==> src/rtl/ibuf_fill_ctrl.sv <==
`timescale 1ns/1ps
`default_nettype none
// ============================================================================
// Module   : ibuf_fill_ctrl
// Purpose  : Instruction-buffer fill controller; streams one aligned block from
//            the arbiter fetch port and serves per-word-valid issue reads.
// Revision : 1.0 - initial release
// ============================================================================
module ibuf_fill_ctrl #(
  parameter int WORDS = 16,
  parameter int AW    = 22
) (
  input  logic          clk,
  input  logic          rst,
  input  logic          i_fetch_req,
  input  logic [AW-1:0] i_fetch_addr,
  output logic          o_fetch_busy,
  input  logic          i_invalidate,
  output logic [AW-1:0] o_instr0_addr,
  output logic          o_instr0_req,
  input  logic          i_instr0_addr_ack,
  input  logic          i_instr0_ack,
  input  logic [63:0]   i_read_instr0_data,
  input  logic [AW-1:0] i_rd_addr,
  output logic          o_rd_hit,
  output logic [63:0]   o_rd_data
);

  localparam int c_iw = $clog2(WORDS);
  localparam int c_tw = AW - c_iw;

  localparam logic [c_iw:0] c_last = (c_iw+1)'(WORDS - 1);
  localparam logic [c_iw:0] c_one  = (c_iw+1)'(1);

  localparam logic [1:0] c_st_idle  = 2'd0;
  localparam logic [1:0] c_st_fill  = 2'd1;
  localparam logic [1:0] c_st_drain = 2'd2;

  if ((WORDS < 2) || (WORDS > 64) || ((WORDS & (WORDS - 1)) != 0)) begin : g_bad_words
    $error("ibuf_fill_ctrl: WORDS must be a power of two in 2..64");
  end

  logic [1:0]       r_state;
  logic [1:0]       w_next_state;
  logic [c_tw-1:0]  r_tag;
  logic             r_tag_v;
  logic [WORDS-1:0] r_valid;
  logic [c_iw:0]    r_issue_cnt;
  logic [c_iw:0]    r_ret_cnt;
  logic             r_kill;
  logic [63:0]      r_mem [WORDS];

  logic             w_fetch_go;
  logic             w_issue;
  logic             w_ret_wr;
  logic [c_iw-1:0]  w_ret_idx;
  logic [c_iw-1:0]  w_rd_idx;

  assign w_fetch_go = (r_state == c_st_idle) && i_fetch_req;
  assign w_issue    = (r_state == c_st_fill) && i_instr0_addr_ack;
  // The top counter bit guards against a stray return once the block is full.
  assign w_ret_wr   = (r_state != c_st_idle) && i_instr0_ack && !r_ret_cnt[c_iw];
  assign w_ret_idx  = r_ret_cnt[c_iw-1:0];
  assign w_rd_idx   = i_rd_addr[c_iw-1:0];

  // State register
  always_ff @(posedge clk or negedge rst) begin
    if (!rst) begin
      r_state <= c_st_idle;
    end else begin
      r_state <= w_next_state;
    end
  end

  // Next-state logic
  always_comb begin
    w_next_state = r_state;
    case (r_state)
      c_st_idle: begin
        if (i_fetch_req) w_next_state = c_st_fill;
      end
      c_st_fill: begin
        if (w_issue && (r_issue_cnt == c_last)) w_next_state = c_st_drain;
      end
      c_st_drain: begin
        if (w_ret_wr && (r_ret_cnt == c_last)) w_next_state = c_st_idle;
      end
      default: w_next_state = c_st_idle;
    endcase
  end

  // Output logic; req stays high through DRAIN so the final returns carry data.
  always_comb begin
    o_instr0_req  = 1'b0;
    o_instr0_addr = '0;
    case (r_state)
      c_st_fill: begin
        o_instr0_req  = 1'b1;
        o_instr0_addr = {r_tag, r_issue_cnt[c_iw-1:0]};
      end
      c_st_drain: begin
        o_instr0_req  = 1'b1;
        o_instr0_addr = {r_tag, {c_iw{1'b1}}};
      end
      default: begin
        o_instr0_req  = 1'b0;
        o_instr0_addr = '0;
      end
    endcase
  end

  assign o_fetch_busy = (r_state != c_st_idle);

  // Tag, valid and counters. An invalidate during a fill arms r_kill so the
  // remaining returns still land in the buffer but never become valid.
  always_ff @(posedge clk or negedge rst) begin
    if (!rst) begin
      r_tag       <= '0;
      r_tag_v     <= 1'b0;
      r_valid     <= '0;
      r_issue_cnt <= '0;
      r_ret_cnt   <= '0;
      r_kill      <= 1'b0;
    end else if (w_fetch_go) begin
      r_tag       <= i_fetch_addr[AW-1:c_iw];
      r_tag_v     <= 1'b1;
      r_valid     <= '0;
      r_issue_cnt <= '0;
      r_ret_cnt   <= '0;
      r_kill      <= 1'b0;
    end else begin
      if (w_issue) r_issue_cnt <= r_issue_cnt + c_one;
      if (w_ret_wr) r_ret_cnt <= r_ret_cnt + c_one;
      if (i_invalidate) begin
        r_tag_v <= 1'b0;
        r_valid <= '0;
        r_kill  <= 1'b1;
      end else if (w_ret_wr && !r_kill) begin
        r_valid[w_ret_idx] <= 1'b1;
      end
    end
  end

  always_ff @(posedge clk) begin
    if (w_ret_wr) r_mem[w_ret_idx] <= i_read_instr0_data;
  end

  assign o_rd_hit  = r_tag_v && (i_rd_addr[AW-1:c_iw] == r_tag) && r_valid[w_rd_idx];
  assign o_rd_data = r_mem[w_rd_idx];

endmodule
`default_nettype wire

==> config.mk <==
export PLATFORM = sky130hd
export DESIGN_NAME = ibuf_fill_ctrl
export DESIGN_NICKNAME = d
export VERILOG_FILES = /design/src/rtl/ibuf_fill_ctrl.sv
export SDC_FILE = /design/constraint.sdc
export NUM_CORES = 1
export LEC_CHECK = 0
export CAP_MARGIN = 20
export CORE_MARGIN = 2
export CORE_UTILIZATION = 25
export DETAILED_ROUTE_END_ITERATION = 8
export GPL_TIMING_DRIVEN = 0
export PLACE_DENSITY = 0.41
export SLEW_MARGIN = 40
export SYNTH_ARGS = -nofsm -noshare
export SYNTH_HDL_FRONTEND = slang
export SYNTH_SLANG_ARGS = --single-unit
==> constraint.sdc <==
create_clock -name clk -period 4.6 [get_ports clk]
set_input_delay 0.46 -clock clk [delete_from_list [all_inputs] [get_ports clk]]
set_output_delay 0.46 -clock clk [all_outputs]
set_load 0.02 [all_outputs]
==> results of run 1 <==
-- stage by stage --
step	utilization (%)	setup slack (ns)	cells
after detailed placement	29.64	0.5159	4143
final	31.91	0.5164	4362
after global placement	28.05	-5.461	4038
after global routing	31.91	0.4180	4362
after CTS	31.90	0.5185	4362
after floorplan	-	-0.07767	1669
-- cells by family (layout without fill, tap and decap cells) --
| kind of cell | after synthesis | count (layout) | synth area share, % |
|---|---|---|---|
| flops | 1072 | 1072 | 77.84 |
| mux | 348 | 348 | 18.42 |
| buf+inv | 94 | 612 | 1.295 |
| simple gates | 92 | 92 | 1.085 |
| compound gates | 27 | 27 | 0.4816 |
| xor+xnor | 24 | 24 | 0.5121 |
| fa+ha+maj | 12 | 12 | 0.3658 |
-- registers in the layout, indices dropped and copies added, names as in the netlist --
signal	cells
r_tag	18
r_kill	1
r_issue_cnt	5
r_mem	1024
r_valid	16
r_state	2
r_ret_cnt	5
r_tag_v	1
-- report_power, final --
part / switching, uW / internal, uW / total [uW]
sequential: 156 / 11000 / 11200
clock: 3860 / 5180 / 9040
combinational: 1300 / 1140 / 2440
-- routing by layer --
metal / global-route usage, % / share of wire (%) / up-vias
li1: - / - / 7998
met1: 17.27 / 42 / 10440
met3: 3.283 / 5.7 / 167
met2: 23.20 / 50 / 498
met5: 0 / 0.11 / -
met4: 3.074 / 2.0 / 20
-- critical path, delay by kind of cell --
family   cells  cell delay (ns)
mux          2             1.02
buf+inv      4             2.11
-- cells in the mapped netlist, drive strengths merged, types with 8 or more instances --
library cell  count
edfxtp         1024
and2             19
xnor2            17
nor2             46
mux2             20
dfrtp            48
inv              10
clkbuf           42
nand2             8
o21a             21
ha               12
mux4            324
buf              42
-- layout make-up --
type                       instances  area (um^2)  area share [%]
sequential                      1072        31950           61.45
multi-input combinational        503         8686           16.71
timing repair buffer             300         4382           8.428
clock buffer                     149         3090           5.944
tap                             2175         2721           5.234
clock inverter                    69        583.1           1.121
buffer                            84        541.8           1.042
inverter                          10        37.54         0.07220
-- how the worst min path moves through the flow --
stage,start,to,slack [ns],depth (start not counted)
6_report,rst,r_tag[6],0.09,2
5_1_grt,rst,r_tag[6],0.05,2
3_5_place_dp,rst,r_tag[6],0.31,1
2_1_floorplan,rst,r_issue_cnt[0],0.16,0
4_1_cts,rst,r_tag[6],0.02,2
3_3_place_gp,r_valid[5],r_valid[5],0.47,1
-- what timing repair did --
action | CTS | global route
buffers inserted | 0 | 0
hold buffers | 1 | 0
endpoints found under the hold margin | 48 | 0
setup endpoints to repair | 0 | 0
==> reports/summary.txt, run 1 <==
PD cells - 436.0 mW/mm^2
Setup crit end - o_rd_data[3]
DR vias/cell - 4.383
Crit-path slowest cell - clkbuf_1
minimum clock period - 4.084 ns
RSZ-0062 raised after global routing - no
H-tree levels - 3
core footprint - 0.1630 mm^2
clk_skew - 0.04055 ns
clk root buf - clkbuf_16
syn nets - 1795
largest net degree at the start of global routing - 40
Design Area, Final - 0.05199 mm^2
Max-Cap Viols - 0
Worst slew margin - 42.56%
Mapped Area - 0.04105 mm^2
# nets final - 2215
Final Cycle Share - 88.77%
endpoints failing hold - 0
n_diodes - 0
cell count after synthesis - 1669
area post-placement - 0.04831 mm^2
synth unique cells - 29
vias in the first global route - 20.98k
outcome - completed
Filler Cells Inserted - 15.55k
Slew @ Worst Pin - 0.8616 ns
asr flop ratio synth - 4.478%
DR iter-0 viols - 1498
commonest non-fill, non-tap cell in the layout - edfxtp_1
Worst-Skew Late Latency - 0.73 ns
Slew Limit Fails - 0
row cnt - 148
WS Path Type - input port to primary output
first-pass GRT wire length - 159800 um
flop-to-flop setup slack - 1.07 ns
PostCTS Resize Cnt - 0
CP max FO - 10
area share of the largest cell type after synthesis - 74.91%
post-detail-place hpwl - 77380 um
remaining antenna violation count - 0
Setup crit start kind - input port
Layout area overhead - 26.66%
total die area - 0.1674 mm^2
GP Congestion - 0.7322
initial antenna violation count - 21
Clock Pin Slew Worst Setup and Hold Paths - 0.06 ns
commonest cells after routing, fill and taps aside - edfxtp_1 (1024), mux4_2 (324), clkdlybuf4s50_1 (193)
routed len/inst - 26.11 um
CTS Sinks - 1072
Setup crit start - i_rd_addr[1]
Synth area leaders - edfxtp_1 (75%), mux4_2 (18%), dfrtp_1 (2.9%), buf_6 (0.60%), mux2_2 (0.55%)
gr ovfl total - 0
CP Capture Type - primary output
initial core utilization - 25.19%
total CTS buffers - 118
setup TNS - 0 ns
ratio of cells with drive above 1 in the final layout - 31.60%
WHS - 0.08940 ns
Residual DRC - 0
Avg Synthesized Cell Area - 24.59 um^2
die extent in y - 409.2 um
Crit path arrival time - 3.62 ns
Ys Warns - 0
Reg2Reg Depth - 10
fmax - 0.2449 GHz
Die W - 409.2 um
Worst Path Required - 4.14 ns
PortBufs - 194
leakage - 0.01634 uW
Tot Pwr - 22670 uW
1st-pass router iterations - 5
IO Count - 203
slowest stage delay, CP - 0.69 ns
Post-synth EDFFs - 1024
reg2reg start - r_state[0]
synthesized flop and latch total - 1072
CTS tree - yes
Final setup viols - 0
vias post-DR - 19.12k
sequential fraction of the synthesis area - 77.84%
Synth area leader - edfxtp_1
top_reg_cell synth - edfxtp_1
All-Layer GR Usage - 13.54%
Reg2Reg Capture Point - r_mem[10][31]
crit path cell chain - clkbuf_1 > clkbuf_1 > clkbuf_2 > mux4_2 > mux4_2 > clkdlybuf4s50_1
HP Class - input port to asynchronous set/reset pin
Peak VDD IR - 298.4 uV
aggregate routed wire length - 113900 um
CTS Buffer Depth - 3
Note: power is estimated with default switching activity, not from simulation.
==> inputs of run 2 (changes only) <==
--- a/config.mk
+++ b/config.mk
@@ -11,6 +11,7 @@
 export DETAILED_ROUTE_END_ITERATION = 8
 export GPL_TIMING_DRIVEN = 0
 export PLACE_DENSITY = 0.41
+export SKIP_LAST_GASP = 1
 export SLEW_MARGIN = 40
 export SYNTH_ARGS = -nofsm -noshare
 export SYNTH_HDL_FRONTEND = slang
==> results of run 2 <==
Final layout, timing and power as in run 1 (identical DEF).
==> inputs of run 3 (changes only) <==
--- a/config.mk
+++ b/config.mk
@@ -11,6 +11,7 @@
 export DETAILED_ROUTE_END_ITERATION = 8
 export GPL_TIMING_DRIVEN = 0
 export PLACE_DENSITY = 0.41
+export SKIP_CTS_REPAIR_TIMING = 1
 export SKIP_LAST_GASP = 1
 export SLEW_MARGIN = 40
 export SYNTH_ARGS = -nofsm -noshare
==> results of run 3 <==
Final layout, timing and power as in run 1 (identical DEF).
